===== src/rtl/rv32_cache_refill.sv =====
// rv32 cache line refill controller.
// Critical-word-first wrapping fetch over a single-outstanding 32-bit bus.
module rv32_cache_refill #(
  parameter  int LINE_SIZE = 32,
  localparam int WORDS     = LINE_SIZE / 4,
  localparam int PTR_WIDTH = $clog2(LINE_SIZE / 4)
) (
  input  logic                   clk,
  input  logic                   rst,
  input  logic                   miss_req,
  input  logic [31:0]            miss_addr,
  output logic                   miss_ack,
  output logic                   fill_valid,
  output logic [31:0]            fill_addr,
  output logic [LINE_SIZE*8-1:0] fill_data,
  output logic                   fill_err,
  output logic                   mem_req,
  output logic [31:0]            mem_addr,
  input  logic                   mem_gnt,
  input  logic                   mem_rvalid,
  input  logic [31:0]            mem_rdata,
  input  logic                   mem_rerr,
  output logic                   busy
);

  localparam int OFF = $clog2(LINE_SIZE);
  localparam logic [31:0] LMASK = ~(32'(LINE_SIZE) - 32'd1);

  typedef enum logic [1:0] {
    IDLE,
    REQ,
    WAIT,
    DONE
  } state_t;

  state_t                 state;
  logic [31:0]            base;
  logic [PTR_WIDTH-1:0]   ptr;
  logic [PTR_WIDTH-1:0]   count;
  logic [LINE_SIZE*8-1:0] lbuf;
  logic                   err;

  logic [PTR_WIDTH-1:0]   nxt_ptr;
  logic [LINE_SIZE*8-1:0] lbuf_upd;

  assign nxt_ptr = ptr + 1'b1;

  always_comb begin
    lbuf_upd = lbuf;
    lbuf_upd[ptr*32 +: 32] = mem_rdata;
  end

  always_ff @(posedge clk or posedge rst) begin
    if (rst) begin
      state      <= IDLE;
      base       <= '0;
      ptr        <= '0;
      count      <= '0;
      lbuf       <= '0;
      err        <= 1'b0;
      miss_ack   <= 1'b0;
      fill_valid <= 1'b0;
      fill_addr  <= '0;
      fill_data  <= '0;
      fill_err   <= 1'b0;
      mem_req    <= 1'b0;
      mem_addr   <= '0;
      busy       <= 1'b0;
    end else begin
      miss_ack   <= 1'b0;
      fill_valid <= 1'b0;
      unique case (state)
        IDLE: begin
          if (miss_req) begin
            state    <= REQ;
            miss_ack <= 1'b1;
            busy     <= 1'b1;
            base     <= miss_addr & LMASK;
            ptr      <= miss_addr[OFF-1:2];
            count    <= '0;
            lbuf     <= '0;
            err      <= 1'b0;
            mem_req  <= 1'b1;
            mem_addr <= miss_addr & ~32'h3;
          end
        end
        REQ: begin
          if (mem_gnt) begin
            mem_req <= 1'b0;
            state   <= WAIT;
          end
        end
        WAIT: begin
          if (mem_rvalid) begin
            if (mem_rerr) begin
              // unfetched slots keep the zeros cleared at accept
              err        <= 1'b1;
              state      <= DONE;
              fill_valid <= 1'b1;
              fill_addr  <= base;
              fill_data  <= lbuf;
              fill_err   <= 1'b1;
            end else begin
              lbuf  <= lbuf_upd;
              ptr   <= nxt_ptr;
              count <= count + 1'b1;
              if (&count) begin
                state      <= DONE;
                fill_valid <= 1'b1;
                fill_addr  <= base;
                fill_data  <= lbuf_upd;
                fill_err   <= err;
              end else begin
                state    <= REQ;
                mem_req  <= 1'b1;
                mem_addr <= {base[31:OFF], nxt_ptr, 2'b00};
              end
            end
          end
        end
        DONE: begin
          state <= IDLE;
          busy  <= 1'b0;
        end
        default: begin
          state <= IDLE;
          busy  <= 1'b0;
        end
      endcase
    end
  end

endmodule

===== config.mk =====
export PLATFORM = sky130hd
export DESIGN_NAME = rv32_cache_refill
export DESIGN_NICKNAME = d
export VERILOG_FILES = /design/src/rtl/rv32_cache_refill.sv
export SDC_FILE = /design/constraint.sdc
export NUM_CORES = 1
export LEC_CHECK = 0
export ABC_AREA = 1
export ABC_CLOCK_PERIOD_IN_PS = 23800
export CORE_MARGIN = 2
export CORE_UTILIZATION = 45
export DETAILED_ROUTE_END_ITERATION = 10
export PLACE_DENSITY = 0.7
export REMOVE_ABC_BUFFERS = 1
export SLEW_MARGIN = 20
export SYNTH_ARGS = -nofsm -noshare
export SYNTH_HDL_FRONTEND = slang
export SYNTH_SLANG_ARGS = --single-unit

===== constraint.sdc =====
create_clock -name clk -period 23.8 [get_ports clk]
set_clock_uncertainty 0.15 [all_clocks]
set_input_delay 4.76 -clock clk [delete_from_list [all_inputs] [get_ports clk]]
set_output_delay 4.76 -clock clk [all_outputs]
set_load 0.01 [all_outputs]

==> results.tsv <==
stage	metric	value	unit
run_status	status	complete, no violations	
critical_path	Buffers & Inverters on Critical Path	4	
synth	Mean Syn Cell Area	7.46	µm²
clocking	Root Driver	clkbuf_16	
sta	fin crit share	35.1	%
run	Max Cap Violations	0	
finish	non-filler cells, final	5162	
placement	Port Buffers	385	
sta	Pins Over Slew Limit	0	
synth	Post-Syn Area	30100	µm²
critical_path	Worst path max stage delay	930	ps
routing	Avg Vias per Cell	5.50	
global_routing	initial antenna violation count	1	
clocking	CTS Hold Bufs	0	
clocking	worst skew pair latency	610	ps
clocking	clock-pin slew on the worst setup and hold paths	60	ps
placement	DP Area	34100	µm²
die	Die Ht	263	µm
clocking	total CTS buffers	68	
synth	top post-synthesis cells by area	dfrtp_1 51%, nand2_1 17%, nand3_1 8.0%	
sta	Slew HR	26.4	%
placement	GPL Wtd Cong	0.797	
routing	DRC Markers	0	
finish	layout cells sized above 1	4.10	%
global_routing	GRT Util Overall	27.8	%
clocking	H-tree depth	3	
critical_path	CP Class	primary input to flip-flop	
sta	worst slew pin tran	1100	ps
synth	top cell type's share of synthesized area	50.7	%
pwr	worst ir drop on vdd	118	µV
clocking	# resized after CTS	0	
die	starting density of the core	45.6	%
pwr	Pleak	18.2	nW
synth	Synth top cells by count	1364 x nand2_1, 610 x dfrtp_1, 482 x nand3_1	
routing	Detail Route Antenna Nets	0	
pwr	P per Cell Area	135	nW/µm²
clocking	clk buf depth	3	
synth	Main synth FF type	dfrtp_1	
critical_path	crit path launch type	primary input	
finish	register area	15300	µm²
sta	fmax	120	MHz
sta	final hold vios	0	
global_routing	vias in the first global route	26385	
global_routing	pin count of the biggest net entering global routing	178	
synth	yosys warns	0	
synth	Post-synth ARST share	100	%
synth	Syn Inst Count	4033	
critical_path	CP Cell Sequence	clkbuf_8, inv_8, a21oi_2, nand2_8, inv_6, buf_4, nor2_1, a21oi_1	
finish	post-route cell area	36400	µm²
global_routing	first-pass GRT wire length	153000	µm
die	num rows	94	
synth	Yosys cell types	25	
critical_path	Crit path required time	24180	ps
synth	largest area contributor in the netlist	dfrtp_1	
routing	DRT Pass-1 Iters	6	
synth	fraction of the yosys area taken by sequential cells	50.7	%
finish	area growth from synthesis to layout	21.0	%
critical_path	Crit-path slowest cell	buf_4	
die	core area	66000	µm²
clocking	Clock Sink Count	610	
sta	min cycle time layout	8350	ps
routing	First DRT Iteration DRCs	2871	
die	Die X-Extent	263	µm
finish	Filler cells	6028	
global_routing	global route total overflow	0	
synth	count leader, synth	nand2_1	
critical_path	CP Max Fanout	137	
routing	Avg WL per Cell	18.9	µm
clocking	post-CTS setup repair buffer count	0	
die	I/O pin cnt	395	
critical_path	Crit path arrival time	8720	ps
synth	EDFF count, synth	0	
min_path	Worst Hold Class	flip-flop to flip-flop	
placement	Inst Count DP	5038	
synth	#FFs+latches synth	610	
sta	final setup violation count	0	
placement	DP HPWL	56700	µm
routing	drt total wl	97800	µm
finish	NumNets Final	4321	
clocking	TritonCTS clock tree	done	
sta	setup TNS	0	ps
finish	Multi-input gate area	12500	µm²
critical_path	CP top delay family	buffers and inverters	
die	die area	68900	µm²
routing	Vias	28376	
critical_path	Critical Path End Type	flip-flop	
sta	RSZ-0062 raised after global routing	false	
## where the power goes
part	switching, W	internal, W
Combinational	0.00138	0.000821
Clock	0.000442	0.000629
Sequential	0.000261	0.00138
## logic make-up (layout without fill, tap and decap cells)
kind of cell | count (synthesis) | count (layout) | share of synthesized area (%)
buf+inv | 582 | 839 | 8.19
xor+xnor | 1 | 1 | 0.0291
fa+ha+maj | 6 | 6 | 0.250
compound gates | 573 | 573 | 9.55
flops | 610 | 610 | 50.7
simple gates | 2260 | 2260 | 31.2
other cells | 1 | 9 | 0.0125
## metal layers
metal	vias up	GRT usage (%)	routed length, µm	part of all wire (%)
li1	13402	-	-	-
met2	1175	43.5	44800	46
met4	0	10.9	3460	3.5
met1	13634	38.3	41900	43
met3	165	5.12	7700	7.9
met5	-	0	0	0
## area by class of cell
class / count / share of cell area [%]
inverters: 299 / 3.14
well taps: 864 / 2.97
diodes: 2 / 0.0137
multi-input cells: 2847 / 34.3
repair buffers: 419 / 11.5
clock inverters: 13 / 0.426
clock buffers: 108 / 5.78
flip-flops and latches: 610 / 41.9
## sequential cells by signal, summed over array words and instances (netlist names), 2 cells and up
name	flops
lbuf	256
mem_addr	30
state	2
count	3
base	27
ptr	3
fill_addr	27
fill_data	256
## final timing paths
| path | from | cells after the start | end | slack, ps |
|---|---|---|---|---|
| max | mem_rerr | 8 | fill_data[14]$_DFFE_PP0P_ | 15450 |
| min | fill_data[90]$_DFFE_PP0P_ | 2 | fill_data[90]$_DFFE_PP0P_ | 330 |
| max reg2reg | ptr[0]$_DFFE_PP0P_ | 11 | fill_data[150]$_DFFE_PP0P_ | 18250 |
| min reg2reg | fill_data[90]$_DFFE_PP0P_ | 2 | fill_data[90]$_DFFE_PP0P_ | 330 |
| max in group asynchronous | rst | 5 | fill_data[137]$_DFFE_PP0P_ | 15980 |
| min in group asynchronous | rst | 2 | fill_data[188]$_DFFE_PP0P_ | 4530 |
## cell usage in the layout, fill, tap and decap left out, types with 2 or more instances in the layout
cell type and instances:
clkbuf_8 24, nand2_2 3, clkinv_8 2, inv_8 2, dfrtp_1 609, nand2_4 2, buf_12 4, nand3_1 479
nand4_1 100, a21oi_1 416, inv_2 9, inv_1 287, clkdlybuf4s50_1 384, o21ai_1 22, o21ai_0 133, clkbuf_16 69
nor2_4 6, nor2_2 3, inv_6 4, nand3_2 3, nor2_1 300, clkinv_2 4, nand2_1 1361, diode_2 2
conb_1 7, buf_4 28, ha_1 4, clkbuf_1 16, bufinv_16 2
## through the flow
stage | hold WS (ps) | setup WS, ps | total power [W] | util, %
finish | 328 | 15450 | 0.00492 | 55.2
global route | 350 | 15200 | 0.00522 | 55.2
CTS | 332 | 15580 | 0.00492 | 55.1
detailed placement | 314 | 14950 | 0.00384 | 51.7
global placement | 312 | 14970 | 0.00381 | 51.7
floorplan | 303 | 1810 | 0.00272 | -
## worst min-delay path, cell delays in order, from the launching register on
cell	delay [ps]
dfrtp_1	340
nand2_1	60
nand2_1	50
Power figures use the tool's default switching activity.
